## src/rtl/page_stream_bridge.sv

```systemverilog
// Buffered leaf<->kernel stream bridge: one FIFO per channel plus an IDLE/RUN/DRAIN start sequencer.
// Optional per-channel transfer counters are built when PAGE_STREAM_BRIDGE_STATS_EN is defined.

module page_stream_bridge_fifo #(
    parameter int WIDTH = 32,
    parameter int DEPTH = 4
) (
    input  logic             clk,
    input  logic             reset,
    input  logic             push,
    input  logic [WIDTH-1:0] wdata,
    input  logic             pop,
    output logic [WIDTH-1:0] rdata,
    output logic             full,
    output logic             empty
);
    localparam int PW = $clog2(DEPTH);
    localparam logic [PW:0] FULL_COUNT = (PW+1)'(DEPTH);

    logic [WIDTH-1:0] mem [DEPTH];
    logic [PW-1:0]    wr_ptr;
    logic [PW-1:0]    rd_ptr;
    logic [PW:0]      count;

    always_ff @(posedge clk or posedge reset) begin
        if (reset) begin
            wr_ptr <= '0;
            rd_ptr <= '0;
            count  <= '0;
        end else begin
            if (push) wr_ptr <= wr_ptr + PW'(1);
            if (pop)  rd_ptr <= rd_ptr + PW'(1);
            case ({push, pop})
                2'b10:   count <= count + (PW+1)'(1);
                2'b01:   count <= count - (PW+1)'(1);
                default: count <= count;
            endcase
        end
    end

    // Storage is not reset; validity is carried entirely by count.
    always_ff @(posedge clk) begin
        if (push) mem[wr_ptr] <= wdata;
    end

    assign rdata = mem[rd_ptr];
    assign full  = (count == FULL_COUNT);
    assign empty = (count == '0);
endmodule

module page_stream_bridge #(
    parameter int NUM_IN_PORTS  = 4,
    parameter int NUM_OUT_PORTS = 3,
    parameter int PAYLOAD_BITS  = 32,
    parameter int FIFO_DEPTH    = 4
) (
    input  logic                                    clk,
    input  logic                                    reset,
    input  logic                                    ap_start_in,
    output logic                                    ap_start_kernel,
    output logic                                    kernel_rst_n,
    input  logic [NUM_IN_PORTS*PAYLOAD_BITS-1:0]    leaf_in_data,
    input  logic [NUM_IN_PORTS-1:0]                 leaf_in_vld,
    output logic [NUM_IN_PORTS-1:0]                 leaf_in_ack,
    output logic [NUM_IN_PORTS*PAYLOAD_BITS-1:0]    krn_in_tdata,
    output logic [NUM_IN_PORTS-1:0]                 krn_in_tvalid,
    input  logic [NUM_IN_PORTS-1:0]                 krn_in_tready,
    input  logic [NUM_OUT_PORTS*PAYLOAD_BITS-1:0]   krn_out_tdata,
    input  logic [NUM_OUT_PORTS-1:0]                krn_out_tvalid,
    output logic [NUM_OUT_PORTS-1:0]                krn_out_tready,
    output logic [NUM_OUT_PORTS*PAYLOAD_BITS-1:0]   leaf_out_data,
    output logic [NUM_OUT_PORTS-1:0]                leaf_out_vld,
    input  logic [NUM_OUT_PORTS-1:0]                leaf_out_ack,
    output logic [NUM_IN_PORTS*32-1:0]              stat_in_count,
    output logic [NUM_OUT_PORTS*32-1:0]             stat_out_count,
    output logic                                    busy
);
    // Handshake rule on every channel: a word moves in a cycle where both the
    // valid side and the accepting side are high; accept signals depend only on
    // registered occupancy and state, never on the partner's valid.
    typedef enum logic [1:0] {IDLE, RUN, DRAIN} state_t;
    state_t state;

    logic [NUM_IN_PORTS-1:0]  full_in, empty_in, push_in, pop_in;
    logic [NUM_OUT_PORTS-1:0] full_out, empty_out, push_out, pop_out;
    logic in_open, out_open;

    always_ff @(posedge clk or posedge reset) begin
        if (reset) begin
            state           <= IDLE;
            ap_start_kernel <= 1'b0;
            busy            <= 1'b0;
        end else begin
            unique case (state)
                IDLE: if (ap_start_in) begin
                    state           <= RUN;
                    ap_start_kernel <= 1'b1;
                    busy            <= 1'b1;
                end
                RUN: if (!ap_start_in) begin
                    state           <= DRAIN;
                    ap_start_kernel <= 1'b0;
                end
                DRAIN: if (ap_start_in) begin
                    state           <= RUN;
                    ap_start_kernel <= 1'b1;
                end else if (&empty_out && !(|krn_out_tvalid)) begin
                    state <= IDLE;
                    busy  <= 1'b0;
                end
                default: begin
                    state           <= IDLE;
                    ap_start_kernel <= 1'b0;
                    busy            <= 1'b0;
                end
            endcase
        end
    end

    always_ff @(posedge clk or posedge reset) begin
        if (reset) kernel_rst_n <= 1'b0;
        else       kernel_rst_n <= 1'b1;
    end

    // Leaf input stays closed while reset is held, even though state is already IDLE.
    assign in_open  = (state != DRAIN) && !reset;
    assign out_open = (state != IDLE);

    assign leaf_in_ack    = ~full_in & {NUM_IN_PORTS{in_open}};
    assign krn_in_tvalid  = ~empty_in & {NUM_IN_PORTS{state == RUN}};
    assign krn_out_tready = ~full_out & {NUM_OUT_PORTS{out_open}};
    assign leaf_out_vld   = ~empty_out;

    assign push_in  = leaf_in_vld & leaf_in_ack;
    assign pop_in   = krn_in_tvalid & krn_in_tready;
    assign push_out = krn_out_tvalid & krn_out_tready;
    assign pop_out  = leaf_out_vld & leaf_out_ack;

    for (genvar i = 0; i < NUM_IN_PORTS; i++) begin : g_in
        page_stream_bridge_fifo #(.WIDTH(PAYLOAD_BITS), .DEPTH(FIFO_DEPTH)) u_fifo (
            .clk   (clk),
            .reset (reset),
            .push  (push_in[i]),
            .wdata (leaf_in_data[i*PAYLOAD_BITS +: PAYLOAD_BITS]),
            .pop   (pop_in[i]),
            .rdata (krn_in_tdata[i*PAYLOAD_BITS +: PAYLOAD_BITS]),
            .full  (full_in[i]),
            .empty (empty_in[i])
        );
    end

    for (genvar j = 0; j < NUM_OUT_PORTS; j++) begin : g_out
        page_stream_bridge_fifo #(.WIDTH(PAYLOAD_BITS), .DEPTH(FIFO_DEPTH)) u_fifo (
            .clk   (clk),
            .reset (reset),
            .push  (push_out[j]),
            .wdata (krn_out_tdata[j*PAYLOAD_BITS +: PAYLOAD_BITS]),
            .pop   (pop_out[j]),
            .rdata (leaf_out_data[j*PAYLOAD_BITS +: PAYLOAD_BITS]),
            .full  (full_out[j]),
            .empty (empty_out[j])
        );
    end

`ifdef PAGE_STREAM_BRIDGE_STATS_EN
    logic stat_clear;
    assign stat_clear = (state == IDLE) && ap_start_in;

    for (genvar i = 0; i < NUM_IN_PORTS; i++) begin : g_in_stat
        logic [31:0] cnt;
        always_ff @(posedge clk or posedge reset) begin
            if (reset)          cnt <= '0;
            else if (stat_clear) cnt <= '0;
            else if (pop_in[i])  cnt <= cnt + 32'd1;
        end
        assign stat_in_count[i*32 +: 32] = cnt;
    end

    for (genvar j = 0; j < NUM_OUT_PORTS; j++) begin : g_out_stat
        logic [31:0] cnt;
        always_ff @(posedge clk or posedge reset) begin
            if (reset)           cnt <= '0;
            else if (stat_clear)  cnt <= '0;
            else if (pop_out[j])  cnt <= cnt + 32'd1;
        end
        assign stat_out_count[j*32 +: 32] = cnt;
    end
`else
    assign stat_in_count  = '0;
    assign stat_out_count = '0;
`endif
endmodule

```

## config.mk

```make
export PLATFORM = sky130hd
export DESIGN_NAME = page_stream_bridge
export DESIGN_NICKNAME = d
export VERILOG_FILES = /design/src/rtl/page_stream_bridge.sv
export SDC_FILE = /design/constraint.sdc
export NUM_CORES = 1
export LEC_CHECK = 0
export CAP_MARGIN = 15
export CELL_PAD_IN_SITES_DETAIL_PLACEMENT = 1
export CELL_PAD_IN_SITES_GLOBAL_PLACEMENT = 1
export CORE_MARGIN = 4
export CORE_UTILIZATION = 45
export DETAILED_ROUTE_END_ITERATION = 8
export PLACE_DENSITY_LB_ADDON = 0.1
export SKIP_LAST_GASP = 1
export SLEW_MARGIN = 10
export SYNTH_ARGS = -nofsm -noshare
export SYNTH_HDL_FRONTEND = slang
export SYNTH_SLANG_ARGS = --single-unit
```

## constraint.sdc

```tcl
create_clock -name clk -period 3.45 [get_ports clk]
set_clock_uncertainty 0.05 [all_clocks]
set_input_delay 0.345 -clock clk [delete_from_list [all_inputs] [get_ports clk]]
set_output_delay 0.345 -clock clk [all_outputs]
set_load 0.02 [all_outputs]
```

==> impl_metrics.tcl <==
set metrics [dict create \
    status "completed" \
    fin_crit_sh_pct 91.9 \
    syn_avg_cell_area_um2 21.8 \
    insertion_delay_ps 640 \
    setup_tns_ps 0 \
    startpoint_type "flop" \
    io_buffers 481 \
    final_layout_size_suffix_gt1_share_pct 18.6 \
    std_cell_rows 105 \
    cts_tree "done" \
    max_freq_mhz 315 \
    netlist_top_cells_count "edfxtp_1, buf_4, mux4_2" \
    wl_um 82700 \
    report.power.total_uw 38500 \
    postCtsSetupBuffers 0 \
    ys_seq_area_share_pct 76.0 \
    vdd_drop_max_mv 0.493 \
    final_max_slew_viol_count 0 \
    synthMuxAreaShare_pct 13.9 \
    ctsHoldBuffers 0 \
    cts_resized 0 \
    synth-compound-area-share_pct 0.222 \
    worst-path-max-fanout 19 \
    via_per_inst 4.96 \
    grt_pass1_vias 18800 \
    synth-xor-area-share_pct 0.989 \
    cts_sinks 950 \
    path_clk_slew_ps 60 \
    setup_viol_count_final 0 \
    path_class "flop to output port" \
    synthAdderAreaFrac_pct 1.55 \
    finalNonFillerCells 3446 \
    synth_cell_types 33 \
    critPathCaptureType "output port" \
    grtUsageTotal_pct 18.7 \
    area_growth_pct 23.9 \
    fin_ws_ps 278 \
    slowest_stage "dfrtp_2" \
    drtPass1Iterations 5 \
    gp_congestion 0.733 \
    synth-main-ff-cell "edfxtp_1" \
    ios 706 \
    ant_nets 0 \
    die_w_um 295 \
    synth_top_family_by_area "multiplexers" \
    synthSimpleGateAreaFrac_pct 1.54 \
    place_inst 3247 \
    crit_arrival_ps 2780 \
    power_leakage_uw 0.0157 \
    grt_max_degree 35 \
    grt_pass1_wl_um 121000 \
    relSlewSlack_pct 27.8 \
    syn_area_um2 37200 \
    num_vias 17100 \
    rrSetupSlack_ps 670 \
    post-route-min-period_ps 3170 \
    dieHeight_um 295 \
    drc 0 \
    htreeDepth 3 \
    async_flop_share_pct 5.68 \
    synthMostInstantiatedCell "edfxtp_1" \
    power_density_nw_per_um2 836 \
    grt_overflow 0 \
    cpPeakStageDelay_ps 730 \
    drtIter0Drc 971 \
    nets 2561 \
    rsz0062_at_grt "no" \
    antenna_found_initial 18 \
    core_um2 82000 \
    yosys_warnings 0 \
    synth_top_area_cell "edfxtp_1" \
    hold_violations 0 \
    synth-seq-cells 950 \
    path_buf_inv 2 \
    wl_per_cell_um 24.0 \
    synth_edf_count 896 \
    postSynthCellCount 1706 \
    worstMarginPinSlew_ps 1080 \
    dp_slack_ps 499 \
    critPathRequiredTime_ps 3050 \
    drv_cap 0 \
    clock_path_buffers 3 \
    die-area_um2 87300 \
    hold_class "input pin to flop" \
    cts_root_buf "clkbuf_16" \
    start_util_pct 45.3 \
    nFillCells 7179 \
    numCtsBuffers 99 \
    synth_area_leaders "edfxtp_1, mux4_2, buf_4, dfrtp_1, ha_1" \
    crit_chain "buf_12, mux4_2, clkdlybuf4s50_1" \
    hold_ws_ps 269 \
    dpl.hpwl_um 54700 \
    synth_top_area_share_pct 72.4 \
    cp_top_family "buffers and inverters" \
]
==> sequential cells by signal, summed over array words and instances (netlist names), 2 cells and up <==
| register | count |
|---|---|
| g_in.u_fifo.wr_ptr | 8 |
| g_out.u_fifo.wr_ptr | 6 |
| g_out.u_fifo.count | 9 |
| state | 2 |
| g_in.u_fifo.mem | 512 |
| g_in.u_fifo.count | 12 |
| g_out.u_fifo.rd_ptr | 6 |
| g_in.u_fifo.rd_ptr | 8 |
| g_out.u_fifo.mem | 384 |
==> power breakdown <==
group / internal (µW) / switching (µW) / total (µW)
sequential: 14200 / 663 / 14900
clock: 6390 / 4380 / 10800
combinational: 6110 / 6780 / 12900
==> final timing paths <==
check,depth (start not counted),start,to
setup / recovery,3,g_out[2].u_fifo.rd_ptr[0],leaf_out_data[71]
hold / removal,1,leaf_in_data[11],g_in[0].u_fifo.mem[3][11]
setup reg to reg,10,state[1],g_in[3].u_fifo.count[2]
hold reg to reg,1,g_in[3].u_fifo.rd_ptr[1],g_in[3].u_fifo.rd_ptr[1]
max in group asynchronous,3,reset,g_out[0].u_fifo.rd_ptr[0]
min in group asynchronous,2,reset,g_in[0].u_fifo.count[1]
==> worst reg2reg max path: cells and delay by family, from the launching register on <==
family | cells | cell delay (ps)
adders and majority gates | 2 | 560
and+or+nand+nor | 3 | 850
xor gates and xnor gates | 2 | 300
buffers and inverters | 3 | 490
DFF | 1 | 470
==> metal layers <==
layer / part of all wire (%) / routed length (µm) / global-route usage [%] / vias up
met3: 6.6 / 5500 / 5.03 / 134
met5: 0.16 / 131 / 0.108 / -
met1: 38 / 31800 / 23.4 / 8906
met2: 53 / 43500 / 32.2 / 513
li1: - / - / - / 7512
met4: 2.2 / 1840 / 5.60 / 18
==> cells in the final DEF (no fill, tap or decap), types with 2 or more instances in the layout <==
cell type	n
edfxtp_1	896
clkdlybuf4s50_1	481
conb_1	225
mux4_2	224
clkbuf_16	100
dfrtp_1	47
buf_4	45
inv_1	44
ha_1	35
and2_1	31
xor2_1	25
clkinv_1	25
xnor2_1	17
clkbuf_1	17
nor2_1	16
clkinv_2	16
diode_2	12
nor3_1	12
bufinv_16	12
nor3b_1	8
a21oi_1	7
fa_1	7
clkbuf_8	7
mux2i_1	6
nand2_1	6
dfrtp_2	6
buf_12	6
o21ai_0	5
nor4b_4	4
mux2_2	4
or3_1	3
nand3_1	3
mux2_1	3
clkinvlp_4	3
nand2b_1	2
clkinv_16	2
inv_6	2
==> per-stage QoR <==
stage / utilization (%) / area [µm²]
floorplan: - / 38000
global placement: 52.1 / 42700
detailed placement: 52.1 / 42700
CTS: 56.1 / 46000
global route: 56.2 / 46000
finish: 56.2 / 46100
==> logic make-up (layout without fill, tap and decap cells) <==
kind of cell,count (synthesis),in the layout
mux,237,237
compound gates,15,15
xor+xnor,42,42
other cells,2,237
fa+ha+maj,42,42
buf+inv,329,764
flops,950,950
simple gates,89,89
==> cell type report <==
type                       instances  area, µm²  area share (%)
sequential                       950      28300            61.4
antenna                           12       30.0          0.0652
clock buffer                     124       2660            5.78
inverter                          45        169           0.367
clock inverter                    63        679            1.48
multi-input combinational        650       7630            16.6
tap                             1070       1340            2.91
timing repair buffer             532       5270            11.4
(Power assumes the default switching activity.)
